--- src/rtl/alu_issue_sequencer_if.sv ---
// Bundle of the instruction handshake, host write/debug port, ALU operand/result
// and completion signals for alu_issue_sequencer.
interface alu_issue_sequencer_if #(
   parameter int AW = 3
);
   // instr_valid/instr_ready: an instruction transfers on a rising edge where both
   // are high; the offering side holds valid and all instr_* stable until then.
   logic          instr_valid;
   logic          instr_ready;
   logic [3:0]    instr_opcode;
   logic [AW-1:0] instr_rd;
   logic [AW-1:0] instr_rs1;
   logic [AW-1:0] instr_rs2;
   logic          instr_imm_en;
   logic [7:0]    instr_imm;

   logic          wr_en;
   logic [AW-1:0] wr_addr;
   logic [7:0]    wr_data;
   logic [AW-1:0] dbg_addr;
   logic [7:0]    dbg_data;

   logic [7:0]    op1;
   logic [7:0]    op2;
   logic [3:0]    opcode;
   logic [8:0]    alu_result;
   logic          alu_carry;
   logic          alu_zero;

   logic          done_valid;
   logic [AW-1:0] done_rd;
   logic [8:0]    done_data;
   logic          carry_q;
   logic          zero_q;
   logic          busy;
   logic [1:0]    dbg_state;

   modport slave (
      input  instr_valid, instr_opcode, instr_rd, instr_rs1, instr_rs2,
             instr_imm_en, instr_imm, wr_en, wr_addr, wr_data, dbg_addr,
             alu_result, alu_carry, alu_zero,
      output instr_ready, dbg_data, op1, op2, opcode, done_valid, done_rd,
             done_data, carry_q, zero_q, busy, dbg_state
   );

   modport master (
      output instr_valid, instr_opcode, instr_rd, instr_rs1, instr_rs2,
             instr_imm_en, instr_imm, wr_en, wr_addr, wr_data, dbg_addr,
             alu_result, alu_carry, alu_zero,
      input  instr_ready, dbg_data, op1, op2, opcode, done_valid, done_rd,
             done_data, carry_q, zero_q, busy, dbg_state
   );
endinterface

--- src/rtl/alu_issue_sequencer.sv ---
// Sequences one instruction at a time through an external 1-cycle ALU:
// operand read/issue from an 8x8 register file, then result/flag writeback.
module alu_issue_sequencer #(
   parameter int NREGS = 8,
   parameter int AW    = 3
) (
   input  logic                   clock,
   input  logic                   resetn,
   alu_issue_sequencer_if.slave   bus
);

   typedef enum logic [1:0] {
      S_IDLE  = 2'd0,
      S_ISSUE = 2'd1,
      S_WB    = 2'd2
   } state_t;

   state_t        state_q;
   logic [7:0]    regs_q [NREGS];
   logic [7:0]    op1_q;
   logic [7:0]    op2_q;
   logic [3:0]    opcode_q;
   logic [AW-1:0] rd_q;
   logic          ready_q;
   logic          busy_q;
   logic          done_valid_q;
   logic [AW-1:0] done_rd_q;
   logic [8:0]    done_data_q;
   logic          carry_flag_q;
   logic          zero_flag_q;

   logic          accept;
   logic [7:0]    op1_d;
   logic [7:0]    op2_d;

   // Operands come from the pre-edge register contents, so a host write on the
   // acceptance edge is not seen by the instruction being accepted.
   always_comb begin
      accept = ready_q & bus.instr_valid;
      op1_d  = regs_q[bus.instr_rs1];
      op2_d  = bus.instr_imm_en ? bus.instr_imm : regs_q[bus.instr_rs2];
   end

   always_ff @(posedge clock or negedge resetn) begin
      if (!resetn) begin
         state_q      <= S_IDLE;
         for (int i = 0; i < NREGS; i++) regs_q[i] <= '0;
         op1_q        <= '0;
         op2_q        <= '0;
         opcode_q     <= '0;
         rd_q         <= '0;
         ready_q      <= 1'b1;
         busy_q       <= 1'b0;
         done_valid_q <= 1'b0;
         done_rd_q    <= '0;
         done_data_q  <= '0;
         carry_flag_q <= 1'b0;
         zero_flag_q  <= 1'b0;
      end else begin
         done_valid_q <= 1'b0;
         if (bus.wr_en) regs_q[bus.wr_addr] <= bus.wr_data;
         case (state_q)
            S_IDLE: begin
               if (accept) begin
                  op1_q    <= op1_d;
                  op2_q    <= op2_d;
                  opcode_q <= bus.instr_opcode;
                  rd_q     <= bus.instr_rd;
                  state_q  <= S_ISSUE;
                  ready_q  <= 1'b0;
                  busy_q   <= 1'b1;
               end
            end
            S_ISSUE: begin
               state_q <= S_WB;
            end
            S_WB: begin
               // Placed after the host write so writeback wins an address clash.
               regs_q[rd_q] <= bus.alu_result[7:0];
               carry_flag_q <= bus.alu_carry;
               zero_flag_q  <= bus.alu_zero;
               done_data_q  <= bus.alu_result;
               done_rd_q    <= rd_q;
               done_valid_q <= 1'b1;
               state_q      <= S_IDLE;
               ready_q      <= 1'b1;
               busy_q       <= 1'b0;
            end
            default: begin
               state_q <= S_IDLE;
               ready_q <= 1'b1;
               busy_q  <= 1'b0;
            end
         endcase
      end
   end

   assign bus.instr_ready = ready_q;
   assign bus.busy        = busy_q;
   assign bus.dbg_data    = regs_q[bus.dbg_addr];
   assign bus.op1         = op1_q;
   assign bus.op2         = op2_q;
   assign bus.opcode      = opcode_q;
   assign bus.done_valid  = done_valid_q;
   assign bus.done_rd     = done_rd_q;
   assign bus.done_data   = done_data_q;
   assign bus.carry_q     = carry_flag_q;
   assign bus.zero_q      = zero_flag_q;
   assign bus.dbg_state   = state_q;

endmodule

--- src/flat_wrapper.sv ---
// flat-port wrapper written by rule: the top's interface ports become plain ports
module alu_issue_sequencer_flat 
#(
   parameter int NREGS = 8,
   parameter int AW    = 3
)
  (clock, resetn, bus_instr_valid, bus_instr_opcode, bus_instr_rd, bus_instr_rs1, bus_instr_rs2, bus_instr_imm_en, bus_instr_imm, bus_wr_en, bus_wr_addr, bus_wr_data, bus_dbg_addr, bus_alu_result, bus_alu_carry, bus_alu_zero, bus_instr_ready, bus_dbg_data, bus_op1, bus_op2, bus_opcode, bus_done_valid, bus_done_rd, bus_done_data, bus_carry_q, bus_zero_q, bus_busy, bus_dbg_state);
  alu_issue_sequencer_if #(.AW(AW)) bus_i ();
  input  logic clock;
  input  logic resetn;
  input wire logic [$bits(bus_i.instr_valid)-1:0] bus_instr_valid;
  input wire logic [$bits(bus_i.instr_opcode)-1:0] bus_instr_opcode;
  input wire logic [$bits(bus_i.instr_rd)-1:0] bus_instr_rd;
  input wire logic [$bits(bus_i.instr_rs1)-1:0] bus_instr_rs1;
  input wire logic [$bits(bus_i.instr_rs2)-1:0] bus_instr_rs2;
  input wire logic [$bits(bus_i.instr_imm_en)-1:0] bus_instr_imm_en;
  input wire logic [$bits(bus_i.instr_imm)-1:0] bus_instr_imm;
  input wire logic [$bits(bus_i.wr_en)-1:0] bus_wr_en;
  input wire logic [$bits(bus_i.wr_addr)-1:0] bus_wr_addr;
  input wire logic [$bits(bus_i.wr_data)-1:0] bus_wr_data;
  input wire logic [$bits(bus_i.dbg_addr)-1:0] bus_dbg_addr;
  input wire logic [$bits(bus_i.alu_result)-1:0] bus_alu_result;
  input wire logic [$bits(bus_i.alu_carry)-1:0] bus_alu_carry;
  input wire logic [$bits(bus_i.alu_zero)-1:0] bus_alu_zero;
  output wire logic [$bits(bus_i.instr_ready)-1:0] bus_instr_ready;
  output wire logic [$bits(bus_i.dbg_data)-1:0] bus_dbg_data;
  output wire logic [$bits(bus_i.op1)-1:0] bus_op1;
  output wire logic [$bits(bus_i.op2)-1:0] bus_op2;
  output wire logic [$bits(bus_i.opcode)-1:0] bus_opcode;
  output wire logic [$bits(bus_i.done_valid)-1:0] bus_done_valid;
  output wire logic [$bits(bus_i.done_rd)-1:0] bus_done_rd;
  output wire logic [$bits(bus_i.done_data)-1:0] bus_done_data;
  output wire logic [$bits(bus_i.carry_q)-1:0] bus_carry_q;
  output wire logic [$bits(bus_i.zero_q)-1:0] bus_zero_q;
  output wire logic [$bits(bus_i.busy)-1:0] bus_busy;
  output wire logic [$bits(bus_i.dbg_state)-1:0] bus_dbg_state;
  assign bus_i.instr_valid = bus_instr_valid;
  assign bus_i.instr_opcode = bus_instr_opcode;
  assign bus_i.instr_rd = bus_instr_rd;
  assign bus_i.instr_rs1 = bus_instr_rs1;
  assign bus_i.instr_rs2 = bus_instr_rs2;
  assign bus_i.instr_imm_en = bus_instr_imm_en;
  assign bus_i.instr_imm = bus_instr_imm;
  assign bus_i.wr_en = bus_wr_en;
  assign bus_i.wr_addr = bus_wr_addr;
  assign bus_i.wr_data = bus_wr_data;
  assign bus_i.dbg_addr = bus_dbg_addr;
  assign bus_i.alu_result = bus_alu_result;
  assign bus_i.alu_carry = bus_alu_carry;
  assign bus_i.alu_zero = bus_alu_zero;
  assign bus_instr_ready = bus_i.instr_ready;
  assign bus_dbg_data = bus_i.dbg_data;
  assign bus_op1 = bus_i.op1;
  assign bus_op2 = bus_i.op2;
  assign bus_opcode = bus_i.opcode;
  assign bus_done_valid = bus_i.done_valid;
  assign bus_done_rd = bus_i.done_rd;
  assign bus_done_data = bus_i.done_data;
  assign bus_carry_q = bus_i.carry_q;
  assign bus_zero_q = bus_i.zero_q;
  assign bus_busy = bus_i.busy;
  assign bus_dbg_state = bus_i.dbg_state;
  alu_issue_sequencer #(.NREGS(NREGS), .AW(AW)) u_core (.clock(clock), .resetn(resetn), .bus(bus_i));
endmodule
--- config.mk ---
export PLATFORM = sky130hd
export DESIGN_NAME = alu_issue_sequencer_flat
export DESIGN_NICKNAME = d
export VERILOG_FILES = /design/src/rtl/alu_issue_sequencer_if.sv /design/src/rtl/alu_issue_sequencer.sv /design/src/flat_wrapper.sv
export SDC_FILE = /design/constraint.sdc
export NUM_CORES = 1
export LEC_CHECK = 0
export CORE_ASPECT_RATIO = 1.5
export CORE_MARGIN = 2
export CORE_UTILIZATION = 55
export DETAILED_ROUTE_END_ITERATION = 10
export GPL_TIMING_DRIVEN = 1
export HOLD_SLACK_MARGIN = 0.15
export PLACE_DENSITY = 0.89
export RECOVER_POWER = 100
export SLEW_MARGIN = 0
export SYNTH_ARGS = -nofsm -noshare
export SYNTH_HDL_FRONTEND = slang
export SYNTH_SLANG_ARGS = --single-unit
export TNS_END_PERCENT = 100
--- constraint.sdc ---
create_clock -name clock -period 3.3 [get_ports clock]
set_input_delay 0.99 -clock clock [delete_from_list [all_inputs] [get_ports clock]]
set_output_delay 0.99 -clock clock [all_outputs]
set_load 0.01 [all_outputs]
Word-level counts from Yosys, hierarchy flattened
Index checks and enable logic that the tools add are counted.

Word-level logic and storage cells: 67. Input port bits: 51. Output and inout port bits: 47. Register bits after elaboration: 106.

Order comparisons: 7. Equality and inequality tests: 3. Bitwise operators: 7. Reduce and logical (&&, ||, !) cells: 5. Multiplexer cells: 25.

Operators with widths (count): $bwmux 64 (2); $mux 64 (2); $bmux 8 s3 (3); $mux 8 (9); $demux 8 s3 (2); $ge 4x4->1 const B (5); $not 3->4 (5); $lt 4x1->1 const B (2); $pmux 1 s2 (2); $pmux 2 s2 (1); $reduce_and 2->1 (2); $mux 1 (3); $eq 2x1->1 const B (1); $eq 2x2->1 const B (1); $logic_and 1x1->1 (2); $logic_not 2->1 (1); $mux 2 (1); $ne 2x1->1 const B (1); $and 1x1->1 (1); $not 1->1 (1).

Longest topological paths before layout
Word-level depth: 9. Depth in mapped cells: 6. Gate-level depth less buffers: 4.

Worst setup path before layout
No wires, ideal clock.

Path type: input-to-output. From: input port bus_dbg_addr[1]. To: output port bus_dbg_data[0]. Stages on the path: 4. Setup slack: 0.181 ns. Path buffers: 2. Data required time: 2.310 ns. Arrival time: 2.129 ns. Cell sequence: buf_2 -> clkbuf_1 -> mux4_2 -> mux2_2.

Cells in the longest elaborated chain, start to end: 4.

Ends and longest elaborated chain: start: declaration (RTL line flat_wrapper.sv:21) `input wire logic [$bits(bus_i.dbg_addr)-1:0] bus_dbg_addr;`; $not 3->4 (implied by the code) (RTL line alu_issue_sequencer.sv:100) `assign bus.dbg_data = regs_q[bus.dbg_addr];`; $bmux 8 s3 (RTL line alu_issue_sequencer.sv:100); $mux 8 (implied by the code) (2 in a row) (RTL line alu_issue_sequencer.sv:100); end: declaration (RTL line flat_wrapper.sv:26) `output wire logic [$bits(bus_i.dbg_data)-1:0] bus_dbg_data;`.

Every way passes these cells. The select of a mux whose other input is x is not followed.

Final worst setup path
From: input port bus_dbg_addr[0]. To: output port bus_dbg_data[7].

Same word-level chain as after synthesis.

==> impl_summary.log <==
INFO  metric timing_hold_violations_final = 0
INFO  metric cp-end-kind = output port
INFO  metric total_power = 0.00629 W
INFO  metric slowest_stage_delay_on_critical_path = 0.51 ns
INFO  metric first_pass_iters = 5
INFO  metric path_clk_slew = 0.07 ns
INFO  metric ctsHoldBuffers = 0
INFO  metric cts.sinks = 106
INFO  metric final_common_cell = sky130_fd_sc_hd__mux2_2
INFO  metric maxSlewViolCount = 0
INFO  metric rr_startpoint = u_core.bus.dbg_state[0]$_DFFE_PN0P_
INFO  metric dp_hpwl = 11,400 µm
INFO  metric worstReg2RegEnd = u_core.regs_q[0]$_DFF_PN0_
INFO  metric layout.nets = 624
INFO  metric synth.top_cells.by_area = sky130_fd_sc_hd__dfrtp_1 41%, sky130_fd_sc_hd__mux2_2 20%, sky130_fd_sc_hd__mux4_2 16%
INFO  metric hold_slack = 0.468 ns
INFO  metric critical_path_required = 2.31 ns
INFO  metric result_of_the_run = complete, no violations
INFO  metric rows = 48
INFO  metric syn_area = 0.00639 mm²
INFO  metric clock_insertion_delay_worst_skew = 0.35 ns
INFO  metric detailedPlace.worstSlack = -0.702 ns
INFO  metric fmax = 0.306 GHz
INFO  metric min_delay_worst_endpoint = u_core.bus.opcode[0]$_DFFE_PN0P_
INFO  metric clkPwrFrac = 17.6%
INFO  metric cts-htree-levels = 3
INFO  metric worstPathBufferInverterCount = 3
INFO  metric grt_util_all_layers = 28.9%
INFO  metric power_density = 813 mW/mm²
INFO  metric pin_count_of_the_biggest_net_entering_global_routing = 50
INFO  metric dieArea = 0.0125 mm²
INFO  metric dr.first_iter.drc_count = 431
INFO  metric routedWlPerCell = 23.6 µm
INFO  metric synth-main-ff-cell = sky130_fd_sc_hd__dfrtp_1
INFO  metric timing.slew.headroom = 13.8%
INFO  metric net_switching_fraction_of_the_power = 33.6%
INFO  metric cp-start-kind = primary input
INFO  metric postSynthAreaPerCell = 13.3 µm²
INFO  metric tritoncts.num_buffers = 9
INFO  metric num_io_pins = 98
INFO  metric finish_stage_setup_viols = 0
INFO  metric global_route.overflow_total = 0
INFO  metric post-route-worst-setup-slack = 0.0316 ns
INFO  metric synth_edf_count = 0
INFO  metric synth.yosys.warnings = 0
INFO  metric first_pass_grt_wire_length = 26,800 µm
INFO  metric crit_slowest_cell = sky130_fd_sc_hd__mux4_2
INFO  metric route.detailed.drc = 0
INFO  metric synthArstFlopShare = 100%
INFO  metric power_leakage = 3.26 nW
INFO  metric irDropWorstVdd = 0.000523 V
INFO  metric via_count = 4,526
INFO  metric hold_start = u_core.bus.opcode[0]$_DFFE_PN0P_
INFO  metric die-width = 92.0 µm
INFO  metric mappedNetlistNets = 531
INFO  metric comb_power_share = 42.5%
INFO  metric synthDominantAreaCellType = sky130_fd_sc_hd__dfrtp_1
INFO  metric worst-slew-pin-transition = 1.29 ns
INFO  metric crit_type = primary input to output port
INFO  metric hp-class = flip-flop to flip-flop
INFO  metric timing.final.crit_period = 3.27 ns
INFO  metric routed_wirelength = 17,200 µm
INFO  metric die-height = 136 µm
INFO  metric proportion_of_power_drawn_by_flip_flops_and_latches = 39.9%
INFO  metric number_of_port_buffers = 97
INFO  metric clk_root_buf = sky130_fd_sc_hd__clkbuf_16
INFO  metric ff2ff_path_depth = 5
INFO  metric critPathMaxFanout = 8
INFO  metric worst_path_dominant_cell_family = multiplexers
INFO  metric placeable_core_region = 0.0114 mm²
INFO  metric total_switching_power = 0.00211 W
INFO  metric drtAntennaViolNets = 0
INFO  metric cp.arrival = 2.28 ns
INFO  metric antenna_cells = 0
INFO  metric floorplan.initialDensity = 56.0%
INFO  metric grt_antenna_before_repair = 0
INFO  metric utilization = 67.7%
INFO  metric unrepaired_setup_endpoints_after_global_routing = false
INFO  metric synth-seq-cells = 106
INFO  metric yosys.area.top_type_share = 41.1%
INFO  metric drt-vias-per-instance = 6.22
INFO  metric cell_internal_pwr = 0.00417 W
INFO  metric areaGrowthSynthToFinish = 21.0%
INFO  metric cp_cell_sequence = buf_6, buf_12, mux4_2, mux2_2, clkdlybuf4s15_2
INFO  metric mostFrequentLayoutCells = 112 x sky130_fd_sc_hd__mux2_2, 105 x sky130_fd_sc_hd__dfrtp_1, 81 x sky130_fd_sc_hd__nand2_1
INFO  metric drv_cap = 0
INFO  metric drive_gt1_share = 34.4%
INFO  metric setup_tns = 0 ns
INFO  metric min_delay_path_depth = 2
INFO  metric first_global_vias = 4,876
INFO  metric ys_types = 33
INFO  metric skew = 0.0118 ns
INFO  metric tritoncts = done
INFO  metric post-route-period-util = 99.0%
INFO  metric synthCells = 480
INFO  metric cts-root-to-sink-buffers = 2
INFO  metric yosysSeqAreaShare = 41.6%
INFO  metric r2r_setup_slack = 0.22 ns
INFO  metric finalWeightedCongestion = 0.898
[synthesized netlist by cell type, types with 2 or more instances]
cell type	instances
sky130_fd_sc_hd__buf_1	3
sky130_fd_sc_hd__buf_2	11
sky130_fd_sc_hd__mux4_2	46
sky130_fd_sc_hd__mux2i_1	16
sky130_fd_sc_hd__nand2b_1	3
sky130_fd_sc_hd__nand4b_2	3
sky130_fd_sc_hd__buf_4	3
sky130_fd_sc_hd__nand2_1	81
sky130_fd_sc_hd__nand3_2	3
sky130_fd_sc_hd__buf_6	9
sky130_fd_sc_hd__nor2_1	4
sky130_fd_sc_hd__nand3_1	8
sky130_fd_sc_hd__and4bb_1	3
sky130_fd_sc_hd__inv_1	2
sky130_fd_sc_hd__clkbuf_1	8
sky130_fd_sc_hd__o21ai_0	9
sky130_fd_sc_hd__o211ai_1	7
sky130_fd_sc_hd__nor2b_1	4
sky130_fd_sc_hd__dfrtp_1	105
sky130_fd_sc_hd__mux2_1	24
sky130_fd_sc_hd__mux2_2	116
[stage by stage]
stage | area, µm² | cells
final | 7730 | 728
after CTS | 7830 | 728
after floorplan | 6390 | 480
after detailed placement | 7500 | 710
after global routing | 7730 | 728
after global placement | 7500 | 710
[worst max-delay path by stage]
stage	startpoint	to	cells past startpoint	slack (ns)
after floorplan	bus_dbg_addr[1]	bus_dbg_data[0]	4	0.18
after global placement	bus_dbg_addr[0]	bus_dbg_data[0]	5	-0.67
after detailed placement	bus_dbg_addr[0]	bus_dbg_data[5]	5	-0.70
after CTS	bus_dbg_addr[0]	bus_dbg_data[6]	5	0.002
after global routing	bus_dbg_addr[0]	bus_dbg_data[7]	5	0.002
final	bus_dbg_addr[0]	bus_dbg_data[7]	5	0.03
[worst reg2reg max path, cell delays in order (launching register included)]
cell	delay, ns
sky130_fd_sc_hd__dfrtp_1	0.42
sky130_fd_sc_hd__nand2b_1	0.16
sky130_fd_sc_hd__clkbuf_1	0.37
sky130_fd_sc_hd__inv_1	0.69
sky130_fd_sc_hd__nand4_1	0.72
sky130_fd_sc_hd__mux2_1	0.60
[registers in the layout, indices dropped and copies added, names as in the netlist, 2 cells and up]
name / flops
u_core.rd_q: 3
u_core.bus.op1: 8
u_core.bus.done_data: 9
u_core.regs_q: 64
u_core.bus.op2: 8
u_core.bus.dbg_state: 2
u_core.bus.done_rd: 3
u_core.bus.opcode: 4
[layout make-up]
class	instances	area, µm²
clock buffers	11	243
repair buffers	116	1120
fillers	816	3680
inverters	4	15.0
clock inverters	5	60.1
flip-flops and latches	106	2650
well taps	150	188
multi-input cells	336	3450
[cell families after synthesis]
kind of cell,synth area share [%]
AND/OR/NAND/NOR,9.44
multiplexers,43.4
flip-flops,41.6
buffers and inverters,3.68
AO/OA/AOI/OAI,1.90
[per-layer routing]
layer,GRT usage [%],wire length (µm)
met1,34.0,6260
met2,50.4,9020
met3,4.71,1090
met4,16.3,784
met5,0,0
[power by group through the flow]
stage          clock [W]  sequential, W  combinational (W)
2_1_floorplan          0        0.00241            0.00178
3_3_place_gp           0        0.00242            0.00268
3_5_place_dp           0        0.00250            0.00280
4_1_cts          0.00111        0.00250            0.00280
5_1_grt          0.00117        0.00258            0.00289
6_report         0.00111        0.00251            0.00267
[repair_timing]
action | in CTS | in global routing
setup endpoints to repair | 8 | 4
resized for setup | 36 | 7
cloned | 2 | 0
buffers inserted | 0 | 0
No activity file was read; power rests on OpenSTA's default activity.
